<file path="src/rtl/mem_port_arbiter.sv">
// Arbiter sharing one single-port memory between instruction fetch and the load/store unit.
// Default policy is LSU priority with an IF starvation guard; define ARB_ROUND_ROBIN_EN for
// a round-robin policy instead.
module mem_port_arbiter #(
  parameter int unsigned AW         = 32,
  parameter int unsigned DW         = 32,
  parameter int unsigned STARVE_MAX = 4
) (
  input  logic            clk,
  input  logic            rst,

  input  logic            if_req_valid,
  output logic            if_req_ready,
  input  logic [AW-1:0]   if_addr,
  input  logic            if_flush,
  output logic            if_rsp_valid,
  output logic [DW-1:0]   if_rsp_data,

  input  logic            lsu_req_valid,
  output logic            lsu_req_ready,
  input  logic            lsu_we,
  input  logic [AW-1:0]   lsu_addr,
  input  logic [DW-1:0]   lsu_wdata,
  input  logic [DW/8-1:0] lsu_wstrb,
  output logic            lsu_rsp_valid,
  output logic [DW-1:0]   lsu_rsp_data,

  output logic            mem_req_valid,
  input  logic            mem_req_ready,
  output logic            mem_we,
  output logic [AW-1:0]   mem_addr,
  output logic [DW-1:0]   mem_wdata,
  output logic [DW/8-1:0] mem_wstrb,
  input  logic            mem_rsp_valid,
  input  logic [DW-1:0]   mem_rsp_data,

  output logic            busy,
  output logic            owner
);

  localparam int unsigned SW = DW / 8;

  typedef enum logic [1:0] {StIdle, StIssue, StResp} state_e;

  state_e          state_q;
  logic            owner_q;
  logic            drop_q;
  logic            we_q;
  logic [AW-1:0]   addr_q;
  logic [DW-1:0]   wdata_q;
  logic [SW-1:0]   wstrb_q;
  logic            if_rsp_valid_q;
  logic [DW-1:0]   if_rsp_data_q;
  logic            lsu_rsp_valid_q;
  logic [DW-1:0]   lsu_rsp_data_q;

  logic grant_if;
  logic grant_lsu;
  logic idle;

`ifdef ARB_ROUND_ROBIN_EN
  // Pointer holds the last winner; resets to IF so the LSU wins the first conflict.
  logic last_lsu_q;

  always_comb begin
    grant_lsu = lsu_req_valid && (!if_req_valid || !last_lsu_q);
    grant_if  = if_req_valid && !grant_lsu;
  end
`else
  localparam int unsigned CW = $clog2(STARVE_MAX + 1);

  logic [CW-1:0] starve_q;
  logic          if_starved;

  always_comb begin
    if_starved = if_req_valid && (starve_q == CW'(STARVE_MAX));
    grant_lsu  = lsu_req_valid && !if_starved;
    grant_if   = if_req_valid && !grant_lsu;
  end
`endif

  assign idle          = (state_q == StIdle);
  assign if_req_ready  = idle && !rst && grant_if;
  assign lsu_req_ready = idle && !rst && grant_lsu;

  always_ff @(posedge clk) begin
    if (rst) begin
      state_q         <= StIdle;
      owner_q         <= 1'b0;
      drop_q          <= 1'b0;
      we_q            <= 1'b0;
      addr_q          <= '0;
      wdata_q         <= '0;
      wstrb_q         <= '0;
      if_rsp_valid_q  <= 1'b0;
      if_rsp_data_q   <= '0;
      lsu_rsp_valid_q <= 1'b0;
      lsu_rsp_data_q  <= '0;
`ifdef ARB_ROUND_ROBIN_EN
      last_lsu_q      <= 1'b0;
`else
      starve_q        <= '0;
`endif
    end else begin
      if_rsp_valid_q  <= 1'b0;
      lsu_rsp_valid_q <= 1'b0;

      unique case (state_q)
        StIdle: begin
          if (if_req_ready || lsu_req_ready) begin
            state_q <= StIssue;
            owner_q <= lsu_req_ready;
            drop_q  <= 1'b0;
            if (lsu_req_ready) begin
              we_q    <= lsu_we;
              addr_q  <= lsu_addr;
              wdata_q <= lsu_wdata;
              wstrb_q <= lsu_wstrb;
            end else begin
              we_q    <= 1'b0;
              addr_q  <= if_addr;
              wdata_q <= '0;
              wstrb_q <= '0;
            end
          end
        end
        StIssue: begin
          if (!owner_q && if_flush) drop_q <= 1'b1;
          if (mem_req_ready) state_q <= StResp;
        end
        StResp: begin
          if (!owner_q && if_flush) drop_q <= 1'b1;
          if (mem_rsp_valid) begin
            state_q <= StIdle;
            if (owner_q) begin
              lsu_rsp_valid_q <= 1'b1;
              lsu_rsp_data_q  <= we_q ? '0 : mem_rsp_data;
            end else if (!drop_q && !if_flush) begin
              // A flush in the completing cycle still suppresses the response.
              if_rsp_valid_q <= 1'b1;
              if_rsp_data_q  <= mem_rsp_data;
            end
          end
        end
        default: state_q <= StIdle;
      endcase

`ifdef ARB_ROUND_ROBIN_EN
      if (if_req_ready || lsu_req_ready) last_lsu_q <= lsu_req_ready;
`else
      if (if_req_ready) begin
        starve_q <= '0;
      end else if (lsu_req_ready && if_req_valid && (starve_q != CW'(STARVE_MAX))) begin
        starve_q <= starve_q + 1'b1;
      end
`endif
    end
  end

  assign mem_req_valid = (state_q == StIssue);
  assign mem_we        = we_q;
  assign mem_addr      = addr_q;
  assign mem_wdata     = wdata_q;
  assign mem_wstrb     = wstrb_q;
  assign if_rsp_valid  = if_rsp_valid_q;
  assign if_rsp_data   = if_rsp_data_q;
  assign lsu_rsp_valid = lsu_rsp_valid_q;
  assign lsu_rsp_data  = lsu_rsp_data_q;
  assign busy          = !idle;
  assign owner         = owner_q;

endmodule

</file>
<file path="config.mk">
export PLATFORM = sky130hd
export DESIGN_NAME = mem_port_arbiter
export DESIGN_NICKNAME = d
export VERILOG_FILES = /design/src/rtl/mem_port_arbiter.sv
export SDC_FILE = /design/constraint.sdc
export NUM_CORES = 1
export LEC_CHECK = 0
export CORE_ASPECT_RATIO = 2
export CORE_MARGIN = 2
export CORE_UTILIZATION = 38
export CTS_CLUSTER_DIAMETER = 80
export DETAILED_ROUTE_END_ITERATION = 10
export PLACE_DENSITY_LB_ADDON = 0.12
export SLEW_MARGIN = 30
export SYNTH_ARGS = -nofsm -noshare
export SYNTH_HDL_FRONTEND = slang
export SYNTH_SLANG_ARGS = --single-unit
</file>
<file path="constraint.sdc">
create_clock -name clk -period 2.35 [get_ports clk]
set_clock_uncertainty 0.2 [all_clocks]
set_input_delay 0.47 -clock clk [delete_from_list [all_inputs] [get_ports clk]]
set_output_delay 0.47 -clock clk [all_outputs]
set_load 0.1 [all_outputs]
</file>
; ---- Word-level counts from Yosys, hierarchy flattened
; Cells that the tools add are included.
[classes]
add_sub_neg = 1
eq_ne = 8
n_mux = 14
bitwise_logic = 3
n_reduce_logical = 29
[op_table]
columns = cell, n
row1 = 2-to-1 mux 32 bit, 3
row2 = logical AND 1 bit, 10
row3 = AND reduction 3 bit, 3
row4 = zero test 1 bit, 7
row5 = 2-to-1 mux 2 bit, 3
row6 = "!= test 2 x 1 -> 1 bit, second input constant", 3
row7 = case mux 2 bit (3 select lines), 1
row8 = 2-to-1 mux 1 bit, 5
row9 = 2-to-1 mux 4 bit, 1
row10 = AND reduction 4 bit, 1
row11 = OR reduction 2 bit, 2
row12 = OR reduction 4 bit, 1
row13 = "adder 3 x 1 -> 3 bit, second input constant", 1
row14 = "== test 3 bit, second input constant", 1
row15 = "!= test 3 bit, second input constant", 1
row16 = NOT 1 bit, 3
row17 = OR reduction 3 bit, 1
row18 = "== test 2 x 1 -> 1 bit, second input constant", 1
row19 = "== test 2 bit, second input constant", 1
row20 = zero test 2 bit, 1
row21 = "!= test 2 bit, second input constant", 1
row22 = case mux 1 bit (2 select lines), 1
row23 = AND reduction 2 bit, 1
row24 = nonzero test 2 bit, 1
row25 = logical OR 1 bit, 1
[word_totals]
ff_bits = 142
inputBits = 140
out_inout_bits = 140
wordCells = 67

; ---- Logic depth before layout (Yosys ltp)
; Gate-level depths: netlist of run 1.
[depth]
word_depth = 10
mapped_depth = 8
mapped_depth_nobuf = 6

; ---- Least setup slack after synthesis of run 1
; No wires, ideal clock.
[synth_timing]
path_kind = reg-to-output
start = register state_q[0]
end = output lsu_req_ready
arrival_ps = 1601
required_time_ps = 1680
slack_ps = 79
path_stages_with_launch = 7
path_buffers = 2
path_cell_list = dfxtp_1 -> inv_1 -> ha_1 -> nor2b_2 -> and3_1 -> buf_2 -> buf_2
[synth_between]
elab_chain_cells = 3
[synth_rtl]
columns = element, line
row1 = start: declaration, 45  ; state_e state_q;
row2 = start signal: assignment, 88  ; state_q <= StIdle;
row3 = start signal: assignment, 111  ; state_q <= StIssue;
row4 = start signal: assignment, 129  ; if (mem_req_ready) state_q <= StResp;
row5 = zero test 2 bit, 82  ; assign idle = (state_q == StIdle);
row6 = logical AND 1 bit (2 in series), 84  ; assign lsu_req_ready = idle && !rst && grant_lsu;
row7 = end: declaration, 20  ; output logic lsu_req_ready,
; No other way between the ends.

; ---- Worst setup path in the final report of run 1
; Ends and elaborated chain as after synthesis.

==> results.tsv, run 1 <==
stage	metric	value	unit
run_status	status	complete, no violations	
synthesis	yosysUniqueCellTypes	35	
die	die_h	165	um
synthesis	ys_top_cells_by_count	dfxtp_1, nand2_1, nor2_1, a22oi_1, a21oi_1	
sta	final.min_clock_period	2250	ps
sta	fmax	444	MHz
synthesis	synth_edf_count	0	
cts	clk_pin_slew	60	ps
critical_path	cp.buffers_inverters	2	
sta	finalSetupTns	0	ps
critical_path	r2r-start	state_q[0]	
critical_path	cpPeakStageDelay	330	ps
synthesis	synth_area	4940	sq um
sta	fin_ws	95.3	ps
cells_and_area	nNetsFinal	930	
die	dieArea	14000	sq um
hold_path	min_from	rst	
cts	insertion_delay	410	ps
detailed_routing	wl	15700	um
die	core_area	12800	sq um
cells_and_area	antenna_cells	0	
critical_path	crit_path_start_kind	register	
global_routing	use_met2	34.9	%
detailed_routing	antenna_left	0	
power_and_ir_drop	p_per_area	1020	nW/um^2
global_routing	globalRouteMet3Util	7.21	%
detailed_routing	dr_total_vias	4935	
global_routing	antenna_found_initial	0	
synthesis	syn_nets	653	
cells_and_area	n_fill_cell	1083	
critical_path	crit_path_max_fanout	6	
synthesis	yosysMostFrequentCell	dfxtp_1	
critical_path	crit_chain	inv_2 -> ha_4 -> nor2b_4 -> and3_4 -> buf_12	
critical_path	timing.critical_path.from	state_q[0]	
detailed_routing	wl_per_cell	16.5	um
synthesis	ys_warn_count	0	
cts	clockRootBuffer	clkbuf_16	
global_routing	grt_start_max_net_pins	65	
place	gp_congestion	0.813	
flow_run	max_cap_violations	0	
die	rows	59	
global_routing	first_global_vias	4858	
cts	clockBufferDepth	2	
place	dp.final_hpwl	10900	um
synthesis	synthFlopType	dfxtp_1	
sta	worstMarginPinSlew	522	ps
detailed_routing	initialDrtViolationCount	373	
detailed_routing	route.detailed.drc	0	
sta	finalCritPeriodShare	95.9	%
cts	cts_sinks	142	
power_and_ir_drop	ir_drop	0.660	mV
place	dp.cells	916	
synthesis	synth.ff_latch_count	142	
synthesis	yosysTopAreaCellShare	57.5	%
synthesis	avgSynthCellArea	9.75	sq um
critical_path	setup.worst_path.end_class	output port	
critical_path	cp.required	1680	ps
sta	drv_slew	0	
synthesis	synthArstFlopShare	0	%
detailed_routing	drt-pass1-iter-count	5	
die	fp.dieW	84.7	um
critical_path	crit_arrival	1580	ps
critical_path	crit_type	register to output port	
synthesis	syn_inst	507	
global_routing	grt-ovfl-total	0	
place	place_ws	1.68	ps
cells_and_area	syn2layout_area_growth	68.1	%
sta	rsz0062_at_grt	false	
detailed_routing	avgViaCountPerCell	5.20	
synthesis	ys_seq_area_share	57.5	%
sta	timing_hold_violations_final	0	
critical_path	cp_top_family	simple AND/OR/NAND/NOR gates	
sta	setup_violations	0	
global_routing	grt_util_met1	28.1	%
cells_and_area	layout.area.seq	2840	sq um
hold_path	hold_path.class	primary input to register	
die	ioPinCount	280	
power_and_ir_drop	cellLeakagePower	3.46	nW
cts	cts_max_level	4	
cts	cts_tree	built	
cells_and_area	multi_input_area	1930	sq um
place	io_buffers	279	
global_routing	grt_pass1_wl	24700	um
sta	maxSlewHeadroom	65.2	%
global_routing	grt.total_usage	21.9	%
global_routing	top_usage_layer	met2	
cells_and_area	drive_gt1_share	25.8	%
die	start_util	38.5	%
sta	whs	234	ps
cells_and_area	instances_no_fill	949	
cts	cts_buffers	17	
critical_path	slowest_stage	dfxtp_1	
synthesis	yosys.area.top_type	dfxtp_1	
synthesis	netlist_top_cells_area	dfxtp_1, a22oi_1, nand2_1	
==> per-layer routing <==
metal,part of all wire (%),up-vias,routed length [um]
li1,-,2374,-
met1,41,2337,6480
met2,49,209,7660
met3,8.4,15,1310
met4,1.4,0,214
met5,0,-,0
==> sequential cells by signal (all words and copies together), names as in the netlist <==
signal and count:
owner 1, mem_wstrb 4, starve_q 3, if_rsp_data 32, state_q 2, lsu_rsp_valid 1
mem_addr 32, drop_q 1, if_rsp_valid 1, mem_wdata 32, mem_we 1, lsu_rsp_data 32
==> layout by cell type (no fill, tap or decap), drive strengths merged <==
cell and instances:
a22o 32, nand3b 1, a31oi 1, nor2 68
a21oi 34, buf 162, a222oi 28, clkinv 2
inv 11, xnor2 1, nand2 82, o21bai 1
nand4b 1, o21ai 2, a21boi 1, and2 1
dfxtp 142, bufinv 2, nor3b 1, or4 1
clkinvlp 4, clkbuf 21, mux2i 2, o221a 1
o21a 1, a211oi 1, and3 1, nor3 2
nand3 2, ha 6, nor2b 1, nor4 1
clkdlybuf4s50 138, a22oi 42
==> worst register-to-register path: stages, from the launching register on <==
cell and delay (ps):
dfxtp_1 330, inv_2 100, ha_4 190, nor2b_4 160
buf_4 120, o21ai_4 80, a222oi_1 480, mux2i_1 250
==> power breakdown <==
| part | leakage, nW | total (W) | internal, W | switching (W) |
|---|---|---|---|---|
| combinational | 2.03 | 0.00302 | 0.000883 | 0.00214 |
| clock | 0.283 | 0.00272 | 0.00166 | 0.00106 |
| sequential | 1.15 | 0.00275 | 0.00261 | 0.000130 |
| total | 3.46 | 0.00848 | 0.00516 | 0.00332 |
==> cells by family (layout without fill, tap and decap cells) <==
logic type | after synthesis | after routing | synth area share, %
AND/OR/NAND/NOR | 162 | 162 | 13.3
AO/OA/AOI/OAI | 144 | 144 | 22.3
flip-flops | 142 | 142 | 57.5
buffers and inverters | 50 | 340 | 4.83
adder cells (fa/ha/maj) | 6 | 6 | 1.52
multiplexers | 2 | 2 | 0.405
XOR/XNOR | 1 | 1 | 0.177
==> metrics by stage <==
stage / total power, W / cell area (sq um) / utilization, %
floorplan: 0.00490 / 4940 / -
global placement: 0.00575 / 7670 / 59.8
detailed placement: 0.00577 / 7670 / 59.8
CTS: 0.00854 / 8300 / 64.6
global route: 0.00879 / 8310 / 64.7
finish: 0.00848 / 8310 / 64.7
==> final timing paths <==
kind / cells past startpoint / slack, ps / endpoint
max: 5 / 100 / lsu_req_ready
min: 3 / 230 / drop_q
max reg2reg: 7 / 380 / state_q[0]
min reg2reg: 2 / 250 / if_rsp_data[5]
==> final cells by class <==
class / count / share of cell area, %
inverter: 8 / 0.361
multi-input combinational: 315 / 23.2
sequential: 142 / 34.2
clock buffer: 21 / 5.66
timing repair buffer: 300 / 32.8
tap: 152 / 2.29
clock inverter: 11 / 1.57
==> what timing repair did <==
| item | in CTS | in global routing |
|---|---|---|
| setup endpoints to repair | 2 | 2 |
| resized for setup | 7 | 2 |
| hold buffers | 0 | 0 |
| buffers inserted | 0 | 1 |
Power figures use the tool's default switching activity.
==> run 2: changes to the inputs <==
- CTS_CLUSTER_SIZE: not set -> 16
- PLACE_DENSITY: not set -> 0.8
- PLACE_DENSITY_LB_ADDON: 0.12 -> not set
==> run 2 against run 1 <==
Effect of this change:
- critical path depth is the same
- sequential share of layout area is 0.15 points lower
- maximum frequency down 1.6%
- setup slack lost 37 ps
- via count is 2.4% higher
- sequential cell count did not move
- global-route usage up 1.1 points
- die area did not move
- utilization grew 0.35 points
- combinational power up 3%
- first-iteration DRC count fell by 13%
- critical path type is now primary input to output port
- critical endpoint unchanged
- largest cell class unchanged
==> results.tsv, run 2 (synthesis gave the netlist of run 1 again) <==
stage	metric	value	unit	change
cells_and_area	nNetsFinal	942		+1.3%
cells_and_area	final_common_cell	buf_4		
sta	maxSlewHeadroom	62.9	%	-2.3 points
cells_and_area	n_fill_cell	1051		-3.0%
cells_and_area	drive_gt1_share	27.2	%	+1.3 points
detailed_routing	route.detailed.drc	0		unchanged
hold_path	min_delay_path_depth	2		-1
critical_path	r2r-end	mem_wdata[30]		
place	gp_congestion	0.810		-0.34%
global_routing	antenna_found_initial	0		unchanged
flow_run	max_cap_violations	0		unchanged
detailed_routing	drt-pass1-iter-count	6		+1
place	dp.final_hpwl	11800	um	+8.3%
power_and_ir_drop	ir_drop	0.822	mV	+25%
detailed_routing	dr_total_vias	5051		+2.4%
cts	cts_buffers	17		unchanged
sta	finalCritPeriodShare	97.5	%	+1.6 points
cts	insertion_delay	410	ps	about the same
cells_and_area	instances_no_fill	961		+1.3%
run_status	status	complete, no violations		
critical_path	crit_path_max_fanout	4		-2
sta	final.min_clock_period	2290	ps	+37.5 ps
place	io_buffers	279		unchanged
hold_path	hold_path.class	register to register		
global_routing	grt_pass1_wl	25700	um	+4.2%
critical_path	crit_path_start_kind	primary input		
detailed_routing	avgViaCountPerCell	5.26		+1.1%
detailed_routing	initialDrtViolationCount	324		-13%
sta	fmax	436	MHz	-1.6%
place	dp.cells	921		+0.55%
cts	clk_pin_slew	60	ps	about the same
global_routing	grt-ovfl-total	0		unchanged
detailed_routing	antenna_left	0		unchanged
die	rows	59		unchanged
sta	drv_slew	0		unchanged
hold_path	min_to	if_rsp_data[18]		
critical_path	crit_type	primary input to output port		
cts	clockRootBuffer	clkbuf_16		
die	core_area	12800	sq um	unchanged
cells_and_area	antenna_cells	0		unchanged
detailed_routing	wl_per_cell	17.2	um	+4.0%
die	die_h	165	um	unchanged
cts	cts_sinks	142		unchanged
die	ioPinCount	280		unchanged
cells_and_area	syn2layout_area_growth	69.0	%	
cts	clockBufferDepth	2		unchanged
detailed_routing	wl	16500	um	+5.3%
critical_path	r2r-start	starve_q[0]		
sta	timing_hold_violations_final	0		unchanged
critical_path	r2r_setup_slack	240	ps	-140 ps
hold_path	min_from	if_rsp_data[18]		
critical_path	reg2reg_depth	10		+3
global_routing	first_global_vias	4996		+2.8%
cells_and_area	mostFrequentLayoutCells	buf_4, dfxtp_1, clkdlybuf4s50_1		
global_routing	grt_start_max_net_pins	48		-26%
cells_and_area	final_core_util	65.1	%	+0.35 points
power_and_ir_drop	cellLeakagePower	3.51	nW	+1.3%
critical_path	crit_arrival	1620	ps	+40 ps
power_and_ir_drop	p_per_area	1020	nW/um^2	-0.38%
sta	worstMarginPinSlew	557	ps	+34.6 ps
global_routing	grt.total_usage	23.1	%	+1.1 points
critical_path	cp.required	1680	ps	about the same
die	dieArea	14000	sq um	unchanged
die	start_util	38.5	%	unchanged
critical_path	setup.worst_path.end_class	output port		
cts	cts_tree	built		
cts	cts_max_level	4		unchanged
cts	ctsHoldBuffers	0		unchanged
sta	setup_violations	0		unchanged
die	fp.dieW	84.7	um	unchanged
==> run 2: changes by cell type in the layout (fill, tap and decap cells not counted), sizes merged <==
cell / before / now
buf: 162 / 174
clkbuf: 21 / 19
clkinv: 2 / 4
inv: 11 / 13
bufinv: 2 / 1
clkinvlp: 4 / 3
==> run 2: worst max-delay path by stage <==
| stage | slack (ps) | from | depth (start not counted) | end |
|---|---|---|---|---|
| 6_report | 60 | lsu_req_valid | 5 | lsu_req_ready |
| 5_1_grt | -10 | state_q[1] | 6 | lsu_req_ready |
| 4_1_cts | 20 | state_q[1] | 6 | lsu_req_ready |
| 3_5_place_dp | -10 | lsu_req_valid | 6 | mem_addr[15] |
| 3_3_place_gp | 40 | mem_rsp_valid | 3 | lsu_rsp_data[22] |
| 2_1_floorplan | 80 | state_q[0] | 6 | lsu_req_ready |
==> run 2: cell type report <==
type	count	area, sq um	share of cell area (%)
sequential	142	2850	34.0
timing repair buffer	312	2780	33.3
multi-input combinational	315	1930	23.1
clock buffer	19	453	5.42
tap	152	190	2.28
clock inverter	13	130	1.56
inverter	8	30.0	0.359
==> run 2: stage by stage <==
step           setup WS (ps)  power (W)  cell area [sq um]  TNS [ps]  hold slack [ps]
3_5_place_dp           -11.1    0.00583               7680     -11.1              249
6_report                57.9    0.00849               8360         0              254
4_1_cts                 22.5    0.00852               8300         0              242
2_1_floorplan           79.0    0.00490               4940         0              249
5_1_grt                -11.2    0.00882               8360     -11.2              264
3_3_place_gp            35.8    0.00580               7680         0              244
==> run 2: power by group <==
| group | switching [W] | internal [W] |
|---|---|---|
| Combinational | 0.00218 | 0.000940 |
| Sequential | 0.000136 | 0.00262 |
| Clock | 0.00108 | 0.00154 |
==> run 2: repair_timing <==
item / CTS / global route
hold endpoints to repair: 0 / 0
endpoints found under the setup margin: 2 / 2
gates resized for setup: 6 / 3
setup buffers: 1 / 6
pin swaps: 0 / 2
==> run 2: routing by layer <==
| layer | global-route usage (%) | up-vias | share of wire, % |
|---|---|---|---|
| li1 | - | 2400 | - |
| met5 | 0 | - | 0 |
| met4 | 7.36 | 0 | 1.7 |
| met1 | 28.2 | 2339 | 39 |
| met2 | 38.2 | 289 | 49 |
| met3 | 7.90 | 23 | 10 |
==> run 2: worst max-delay path, stage by stage <==
cell             delay, ps
clkdlybuf4s50_1        520
buf_4                  160
and3_4                 200
buf_4                  120
buf_12                 160
==> run 3: changes to the inputs <==
- GPL_TIMING_DRIVEN: not set -> 0
==> run 3 against run 2 <==
Effect of this change:
- register-to-register slack got worse by 40 ps
- highest routed layer unchanged
- combinational power fell by 4%
- clock-buffer cell count unchanged
- hold slack lost 1.0 ps
- sequential share of layout area shrank 0.42 points
- maximum frequency fell by 2.2%
- non-clock buffer count up 17
- largest power group unchanged
- sequential power is essentially flat
- routed wire length rose by 5.9%
- final cell count up 1.8%
- utilization rose by 0.85 points
- setup slack got worse by 51 ps
==> results.tsv, run 3 (synthesis gave the netlist of run 1 again) <==
stage	metric	value	unit	change
sta	drv_slew	0		unchanged
sta	final.min_clock_period	2340	ps	+51.0 ps
sta	finalSetupTns	0	ps	unchanged
sta	rsz0062_at_grt	true		
flow_run	max_cap_violations	0		unchanged
cts	cts_sinks	142		unchanged
detailed_routing	initialDrtViolationCount	247		-24%
place	io_buffers	279		unchanged
cells_and_area	n_fill_cell	1110		+5.6%
global_routing	first_global_vias	5154		+3.2%
critical_path	cpPeakStageDelay	590	ps	+70 ps
cts	ctsHoldBuffers	0		unchanged
detailed_routing	wl_per_cell	17.9	um	+4.1%
die	die_h	165	um	unchanged
critical_path	crit_type	primary input to output port		
die	ioPinCount	280		unchanged
place	place_area	7930	sq um	+3.2%
cells_and_area	drive_gt1_share	11.2	%	-16 points
detailed_routing	antenna_left	0		unchanged
die	start_util	38.5	%	unchanged
power_and_ir_drop	cellLeakagePower	3.78	nW	+7.8%
critical_path	cp.required	1680	ps	about the same
cts	clk_pin_slew	60	ps	about the same
cells_and_area	syn2layout_area_growth	71.2	%	
hold_path	min_delay_path_depth	2		unchanged
die	dieArea	14000	sq um	unchanged
sta	finalCritPeriodShare	99.7	%	+2.2 points
global_routing	grt_start_max_net_pins	17		-65%
critical_path	r2r-end	mem_addr[19]		
cells_and_area	final_core_util	65.9	%	+0.85 points
sta	setup_violations	0		unchanged
critical_path	cp_top_family	buffers and inverters		
critical_path	r2r_setup_slack	200	ps	-40 ps
critical_path	crit_arrival	1670	ps	+50 ps
detailed_routing	dr_total_vias	5186		+2.7%
critical_path	cp.buffers_inverters	3		-1
global_routing	grt-ovfl-total	0		unchanged
cells_and_area	final_common_cell	dfxtp_1		
cts	insertion_delay	410	ps	about the same
cts	cts_max_level	4		unchanged
cts	cts_tree	built		
detailed_routing	route.detailed.drc	0		unchanged
critical_path	crit_path_max_fanout	7		+3
critical_path	crit_chain	clkdlybuf4s50_1 -> a21boi_4 -> nor2_4 -> buf_8 -> buf_12		
critical_path	r2r-start	starve_q[0]		
detailed_routing	avgViaCountPerCell	5.30		+0.89%
place	dp.final_hpwl	12700	um	+8.2%
run_status	status	complete, no violations		
critical_path	crit_path_start_kind	primary input		
hold_path	min_to	if_rsp_data[26]		
sta	fin_ws	6.86	ps	-51.0 ps
sta	timing_hold_violations_final	0		unchanged
global_routing	grt.total_usage	24.5	%	+1.4 points
cells_and_area	final_area	8470	sq um	+1.3%
sta	fmax	427	MHz	-2.2%
power_and_ir_drop	p_total	0.00827	W	-2.7%
global_routing	antenna_found_initial	1		+1
critical_path	reg2reg_depth	9		-1
cells_and_area	multi_input_area	1900	sq um	-1.2%
global_routing	grt_pass1_wl	26900	um	+4.5%
cts	cts_buffers	17		unchanged
place	gp_congestion	0.837		+3.2%
cts	clockRootBuffer	clkbuf_16		
cells_and_area	nNetsFinal	959		+1.8%
die	core_area	12800	sq um	unchanged
power_and_ir_drop	p_per_area	976	nW/um^2	-3.9%
cells_and_area	mostFrequentLayoutCells	dfxtp_1, clkdlybuf4s50_1, dlygate4sd2_1		
power_and_ir_drop	ir_drop	0.735	mV	-11%
hold_path	hold_path.class	register to register		
detailed_routing	wl	17500	um	+5.9%
die	rows	59		unchanged
cells_and_area	layout.area.seq	2850	sq um	about the same
sta	maxSlewHeadroom	33.5	%	-29 points
cts	clockBufferDepth	2		unchanged
die	fp.dieW	84.7	um	unchanged
detailed_routing	drt-pass1-iter-count	9		+3
critical_path	setup.worst_path.end_class	output port		
critical_path	slowest_stage	clkdlybuf4s50_1		
hold_path	min_from	if_rsp_data[26]		
place	place_ws	-1570	ps	-1560 ps
sta	worstMarginPinSlew	1000	ps	+445 ps
-- run 3: power breakdown --
group | leakage (nW) | switching [W] | internal, W
clock network | 0.251 | 0.00105 | 0.00148
registers | 1.15 | 0.000124 | 0.00262
logic | 2.37 | 0.00218 | 0.000819
total | 3.78 | 0.00335 | 0.00492
-- run 3: worst register-to-register path, cell delays in order (launching register included) --
cell and delay, ps:
dfxtp_1 310, inv_1 90, ha_2 230, nand3_1 90, and3_4 190, buf_12 140
buf_4 170, buf_6 150, a222oi_1 370, nor2_1 80
-- run 3: final cells by class --
cell class,count,area share [%]
sequential,142,33.6
timing repair buffer,288,31.9
multi-input combinational,315,22.5
clock buffer,19,5.23
buffer,41,2.70
tap,152,2.25
clock inverter,12,1.34
inverter,8,0.384
antenna,1,0.0296
-- run 3: worst max path at each step --
stage / from / endpoint / slack [ps] / depth (start not counted)
after floorplan: state_q[0] / lsu_req_ready / 80 / 6
after global placement: rst / if_req_ready / -1520 / 5
after detailed placement: rst / if_req_ready / -1570 / 5
after CTS: state_q[1] / lsu_req_ready / -80 / 7
after global routing: state_q[1] / lsu_req_ready / -40 / 6
final: lsu_req_valid / if_req_ready / 7 / 5
-- run 3: stage by stage --
step	hold WS (ps)	instances
6_report	253	978
5_1_grt	268	978
4_1_cts	253	973
3_5_place_dp	247	938
3_3_place_gp	242	938
2_1_floorplan	249	507
-- run 3: timing repair --
item | in CTS | in global routing
endpoints found under the hold margin | 0 | 0
resized for setup | 188 | 28
pin swaps | 2 | 3
setup buffers | 4 | 5
endpoints found under the setup margin | 140 | 17
-- run 3: per-layer routing --
layer	global-route usage, %	routed length [um]	part of all wire, %	up-vias
met3	12.0	2000	11	20
met2	42.3	8720	50	282
li1	-	-	-	2439
met5	0	0	0	-
met4	7.22	290	1.7	0
met1	26.3	6460	37	2445
